### src/rtl/mem_access_unit.sv
// rtl/mem_access_unit.sv - single-outstanding load/store initiator for Data_Mem
//
// Accepts one load/store request over a valid/ready handshake, issues it to
// Data_Mem for one cycle and waits MEM_LATENCY cycles for Read_Data on loads.
// It then returns a one-cycle response. Byte loads are lane-selected and
// sign/zero-extended. Misaligned word requests fault without touching memory.
//
// Ports:
//   clk, rst_n                    clock, asynchronous active-low reset
//   req_valid/req_ready           request handshake (ready only in IDLE)
//   req_write/byte/signed         request kind
//   req_addr, req_wdata           byte address, store data
//   resp_valid                    one-cycle response pulse
//   resp_rdata, resp_misaligned   load data (0 for stores/faults), fault flag
//   Mem_Address, Write_Data       Data_Mem request address and data
//   Store_Byte_or_Word            Data_Mem access size (1 = byte)
//   Mem_Write, Mem_Read           Data_Mem strobes (high only in ISSUE)
//   Read_Data                     Data_Mem read data
module mem_access_unit #(
  parameter int ADDR_W      = 32,
  parameter int DATA_W      = 32,
  parameter int MEM_LATENCY = 1
) (
  input  logic              clk,
  input  logic              rst_n,
  input  logic              req_valid,
  output logic              req_ready,
  input  logic              req_write,
  input  logic              req_byte,
  input  logic              req_signed,
  input  logic [ADDR_W-1:0] req_addr,
  input  logic [DATA_W-1:0] req_wdata,
  output logic              resp_valid,
  output logic [DATA_W-1:0] resp_rdata,
  output logic              resp_misaligned,
  output logic [ADDR_W-1:0] Mem_Address,
  output logic [DATA_W-1:0] Write_Data,
  output logic              Store_Byte_or_Word,
  output logic              Mem_Write,
  output logic              Mem_Read,
  input  logic [DATA_W-1:0] Read_Data
);

  localparam logic [1:0] S_IDLE  = 2'd0;
  localparam logic [1:0] S_ISSUE = 2'd1;
  localparam logic [1:0] S_WAIT  = 2'd2;
  localparam logic [1:0] S_RESP  = 2'd3;

  // The counter holds the number of WAIT cycles still to go after this one.
  localparam logic [2:0] LAT_LAST = 3'(MEM_LATENCY - 1);

  logic [1:0]        state;
  logic [2:0]        cnt;
  logic              r_write;
  logic              r_byte;
  logic              r_signed;
  logic              r_fault;
  logic [ADDR_W-1:0] r_addr;
  logic [DATA_W-1:0] r_wdata;
  logic [DATA_W-1:0] r_rdata;

  logic              fault_in;
  logic [7:0]        lane;
  logic [DATA_W-1:0] byte_ext;

  // Only word accesses care about alignment; byte accesses never fault.
  assign fault_in = ~req_byte & (req_addr[1:0] != 2'b00);

  always_ff @(posedge clk or negedge rst_n) begin
    if (!rst_n) begin
      state    <= S_IDLE;
      cnt      <= '0;
      r_write  <= 1'b0;
      r_byte   <= 1'b0;
      r_signed <= 1'b0;
      r_fault  <= 1'b0;
      r_addr   <= '0;
      r_wdata  <= '0;
      r_rdata  <= '0;
    end else begin
      case (state)
        S_IDLE: begin
          if (req_valid) begin
            r_write  <= req_write;
            r_byte   <= req_byte;
            r_signed <= req_signed;
            r_fault  <= fault_in;
            r_addr   <= req_addr;
            r_wdata  <= req_wdata;
            r_rdata  <= '0;
            state    <= fault_in ? S_RESP : S_ISSUE;
          end
        end
        S_ISSUE: begin
          if (r_write) begin
            state <= S_RESP;
          end else begin
            state <= S_WAIT;
            cnt   <= LAT_LAST;
          end
        end
        S_WAIT: begin
          if (cnt == 3'd0) begin
            r_rdata <= Read_Data;
            state   <= S_RESP;
          end else begin
            cnt <= cnt - 3'd1;
          end
        end
        default: state <= S_IDLE;
      endcase
    end
  end

  // Request-side outputs decode straight from the state register so that an
  // asynchronous reset removes the strobes without waiting for a clock edge.
  assign req_ready          = (state == S_IDLE);
  assign Mem_Write          = (state == S_ISSUE) &  r_write;
  assign Mem_Read           = (state == S_ISSUE) & ~r_write;
  assign Store_Byte_or_Word = r_byte;

  // Byte loads fetch the whole containing word; byte stores keep the full
  // address so Data_Mem can pick the lane itself.
  assign Mem_Address = (r_byte && !r_write) ? {r_addr[ADDR_W-1:2], 2'b00} : r_addr;
  assign Write_Data  = !r_write ? '0 :
                       r_byte   ? {{(DATA_W-8){1'b0}}, r_wdata[7:0]} : r_wdata;

  assign resp_valid      = (state == S_RESP);
  assign resp_misaligned = (state == S_RESP) & r_fault;

  always_comb begin
    lane       = r_rdata[{r_addr[1:0], 3'b000} +: 8];
    byte_ext   = r_signed ? {{(DATA_W-8){lane[7]}}, lane} : {{(DATA_W-8){1'b0}}, lane};
    resp_rdata = '0;
    if (state == S_RESP && !r_write && !r_fault) begin
      resp_rdata = r_byte ? byte_ext : r_rdata;
    end
  end

endmodule

### config.mk
export PLATFORM = sky130hd
export DESIGN_NAME = mem_access_unit
export DESIGN_NICKNAME = d
export VERILOG_FILES = /design/src/rtl/mem_access_unit.sv
export SDC_FILE = /design/constraint.sdc
export NUM_CORES = 1
export LEC_CHECK = 0
export BUFFER_PORTS_ARGS = -buffer_cell sky130_fd_sc_hd__clkbuf_2
export CAP_MARGIN = 20
export CORE_MARGIN = 2
export CORE_UTILIZATION = 50
export DETAILED_ROUTE_END_ITERATION = 10
export GPL_ROUTABILITY_DRIVEN = 0
export PLACE_DENSITY = 0.93
export SLEW_MARGIN = 0
export SYNTH_ARGS = -nofsm -noshare
export SYNTH_HDL_FRONTEND = slang
export SYNTH_SLANG_ARGS = --single-unit
### constraint.sdc
create_clock -name clk -period 1.8 [get_ports clk]
set_clock_uncertainty 0.05 [all_clocks]
set_input_delay 0.09 -clock clk [delete_from_list [all_inputs] [get_ports clk]]
set_output_delay 0.09 -clock clk [all_outputs]
set_load 0.02 [all_outputs]
# Word level (Yosys, flattened, before mapping)

Cells that the tools add are included.

Mux-type cells: 17
Equal/unequal tests: 7
$add $sub $neg: 1
Reduce and logical (&&, ||, !) cells: 14
Shift-type cells: 1
Bitwise logic cells: 6

Operators with widths:

| operator            | number |
|---|---|
| $mux 32             | 7 |
| $pmux 32 s2         | 1 |
| $shiftx 32x6->8     | 1 |
| $mux 2              | 4 |
| $ne 2x2->1 const B  | 4 |
| $mux 3              | 2 |
| $pmux 2 s3          | 1 |
| $pmux 3 s2          | 1 |
| $reduce_and 3->1    | 2 |
| $reduce_bool 2->1   | 3 |
| $and 1x1->1         | 4 |
| $eq 2x2->1 const B  | 2 |
| $reduce_and 2->1    | 2 |
| $logic_and 1x1->1   | 3 |
| $logic_not 3->1     | 1 |
| $sub 3x1->3 const B | 1 |
| $eq 2x1->1 const B  | 1 |
| $logic_not 1->1     | 2 |
| $logic_not 2->1     | 1 |
| $not 1->1           | 2 |
| $mux 1              | 1 |

Output and inout port bits: 102
Flip-flop bits (word level): 105
Bits of input ports: 102

# Longest topological paths before layout

Depth after elaboration: 5
Gate-level depth with buffers: 7
Mapped depth without buffers: 6

# Least setup slack after synthesis

No wires, ideal clock.

Path kind: reg-to-reg
Start point: register state[0]
End point: register r_wdata[0]
Buffers on the path: 2
Path slack: 0.036 ns
Stages on the path, launching flop included: 7
Arrival: 1.589 ns
Setup time: 0.125 ns
Cell sequence: dfrtp_1 -> inv_1 -> ha_1 -> nand2_1 -> buf_6 -> buf_6 -> mux2_4

Longest elaborated chain between the ends: 2

Ends and longest elaborated chain:

| what                              | line | text |
|---|---|---|
| from (decl)                       | 52   | `logic [1:0] state;` |
| from (signal assigned)            | 91   | `state <= fault_in ? S_RESP : S_ISSUE;` |
| $logic_not 2->1                   | n/a  |  |
| named net req_ready               | 27   | `output logic req_ready,` |
| $reduce_and 2->1 (no source line) | n/a  |  |
| to (signal assigned)              | 89   | `r_wdata <= req_wdata;` |
| to (decl)                         | 59   | `logic [DATA_W-1:0] r_wdata;` |

The timed path passes the listed nets, and every way through them passes these cells.
A chain may end at the register's enable or synchronous reset.

# Final worst setup path

Start point: register state[0]
End point: register r_rdata[28]

Longest elaborated chain between the ends: 3
Elaborated cells between the ends (all ways): 7
Those cells by class: 3 x eq/ne; 1 x mux; 3 x reduce/logical

Ends and longest elaborated chain:

| what                                                                    | line | text |
|---|---|---|
| $eq 2x2->1 / $logic_not 2->1 (equally long branches)                    | 81   | `case (state)` |
| $ne 2x2->1 (no source line) / $reduce_bool 2->1 (equally long branches) | n/a  |  |
| $reduce_and 3->1 (no source line)                                       | n/a  |  |
| to (signal assigned)                                                    | 104  | `r_rdata <= Read_Data;` |
| to (decl)                                                               | 60   | `logic [DATA_W-1:0] r_rdata;` |

Parallel ways exist; a longest one is shown, timed or not.

==> metrics <==
Worst slew margin 72.42%; Post-Syn Instances 501; fin. max-slew vios 0; Leak Pwr between 3 and 4 nW; CTS Sinks 105; RSZ-0062 raised after global routing yes; Ports 204; Pre-antenna DRT Iters 7; routed vias/inst 5.685; clock tree root driver cell clkbuf_8; crit-path cells buf_6 > clkinvlp_4 > ha_4 > and2b_2 > a211oi_4 > buf_4 > buf_12 > o21ai_1; most area-hungry cell type in the Yosys netlist dfrtp_1; cell with the most instances after synthesis dfrtp_1; Skew-Pair Late Insertion Delay 0.37 ns; flops & latches, synth around 110; placement row count 38; Post-synth top flop dfrtp_1; DR iter-0 viols 599; Least-Margin Pin Slew 0.4137 ns; Avg Inst Size Synth 11.07 um^2; Avg WL per Cell 20.71 um; total core area 10840 um^2; WS Path Type register to register; final worst slack -0.1729 ns; clock tree from TritonCTS done; critical path's slowest cell dfrtp_1; largest net degree at the start of global routing 56; Arrival @ worst endpoint 2.17 ns; area added between synthesis and finish 48.30%; first-pass GRT wire length 26510 um; failing checks negative setup slack; die footprint about 12000 um^2; sequential fraction of the synthesis area 47.39%; Die Ht 109.3 um; Yosys cell types 36; Post-synth EDFFs 0; crit path time final 1.973 ns; clk buf depth 2; H-tree level count 3; die width approximately 110 um; run status finished with violations; DRC 0; routed vias 5264; Place WS 0.04143 ns; Port Buffers 203; CTS Buf Count 9; fin util 75.84%; Final setup viols 63; yosys warns 0; Worst Hold Class primary input to async pin; initial antenna violation count 0; Finished Cell Area 8222 um^2; Max-Cap Viols 0; critical path's largest stage delay between 0.3 and 0.4 ns; Nets 890; GRT Resource Usage Total 29.00%; total global routing overflow 0; Routed Wire Length 19180 um; CP required about 2 ns; cell area after synthesis 5544 um^2; net count after synthesis 610; Final Cycle Share 109.6%; Cell Pwr Density 1702 nW/um^2; worst hold slack 0.1210 ns; fmax between 500 and 600 MHz; DP Wirelength 10140 um; peak fanout along the critical path 16; top post-synthesis cells by area dfrtp_1 (47%), mux2_2 (10%), mux2_4 (5.4%); most instantiated cells after synthesis dfrtp_1 (105), mux2_2 (49), inv_1 (37), and2_1 (35), a21oi_1 (34); layout cells sized above 1 47.77%; Synth async-reset ratio 100.0%; Crit path max-delay family buffers and inverters; Worst Setup End Kind register; worst vdd ir 993.3 uV; top-area cell type share of the netlist area between 40% and 50%; starting density of the core 51.14%; CP Launch Type register; ANT nets after route 0; clock-pin slew on the worst setup and hold paths 0.10 ns; vias in the first global route 5300; Buf/Inv on CP 4; Final Hold Viols 0; Placed Area 6538 um^2
-- flip-flops by register name, indices dropped and copies added (netlist names) --
name                flops
r_rdata                32
Store_Byte_or_Word      1
r_signed                1
r_addr                 32
cnt                     3
state                   2
r_wdata                32
r_write                 1
r_fault                 1
-- cells by family after synthesis --
group	synth area share, %
mux	17.36
simple gates	12.82
buf+inv	10.45
fa+ha+maj	1.580
compound gates	10.40
flops	47.39
-- layout by cell type (no fill, tap or decap), types with 3 or more instances in the layout --
cell type / instances
o2bb2ai_1: 6
clkbuf_2: 167
inv_1: 34
nand2b_1: 27
and2_1: 35
a21oi_2: 18
mux2i_1: 10
dlygate4sd3_1: 100
buf_6: 15
dfrtp_1: 103
o21ai_1: 26
buf_4: 38
nand4_1: 32
mux2_2: 49
a21oi_1: 15
mux2_4: 20
clkbuf_8: 14
o21ai_2: 14
nand2_1: 5
ha_4: 3
buf_12: 7
-- area by class of cell --
class / instances / area (um^2)
Sequential cell: 105 / 2630
Antenna cell: 1 / 2.502
Inverter: 37 / 142.6
Tap cell: 140 / 175.2
Clock buffer: 13 / 158.9
Timing Repair Buffer: 334 / 2545
Multi-Input combinational cell: 294 / 2530
Clock inverter: 2 / 37.54
Fill cell: 598 / 2619
-- per-layer routing --
layer,track usage [%],up-vias,share of wire [%]
met5,0,-,0
met4,15.28,0,5.6
met3,6.876,110,9.6
met2,51.60,394,50
met1,32.13,2527,34
li1,-,2233,-
-- final timing paths --
kind	slack (ns)	from	cells past startpoint	to
max	-0.17	state[0]$_DFFE_PN0P_	8	r_rdata[28]$_DFFE_PN0P_
min	0.12	rst_n	2	r_rdata[29]$_DFFE_PN0P_
max reg2reg	-0.17	state[0]$_DFFE_PN0P_	8	r_rdata[28]$_DFFE_PN0P_
min reg2reg	0.46	r_addr[8]$_DFFE_PN0P_	1	r_addr[8]$_DFFE_PN0P_
max in group asynchronous	0.89	rst_n	3	r_addr[29]$_DFFE_PN0P_
min in group clk	0.28	req_valid	4	Store_Byte_or_Word$_DFFE_PN0P_
-- where the power goes --
part	switching [W]	internal, W
logic	0.00437	0.00358
clock network	0.000797	0.000715
registers	0.00100	0.00353
total	0.00616	0.00783
-- timing repair --
item | CTS | global route
hold buffers | 100 | 0
cloned | 0 | 2
setup buffers | 5 | 5
pin swaps | 1 | 4
endpoints found under the setup margin | 50 | 101
gates resized for setup | 60 | 108
hold endpoints to repair | 168 | 0
-- stage by stage --
stage          setup TNS, ns  power (W)  instances
2_1_floorplan              0   0.009299        501
3_3_place_gp               0    0.01047        798
3_5_place_dp               0    0.01082        798
4_1_cts               -1.018    0.01275        918
5_1_grt               -9.026    0.01464        925
6_report              -5.895    0.01399        926
-- worst register-to-register path, delay by kind of cell, from the launching register on --
kind	cells	cell delay, ns
compound gates	2	0.38
fa+ha+maj	1	0.23
buf+inv	4	0.58
flops	1	0.39
simple gates	1	0.24
Power figures use the tool's default switching activity.
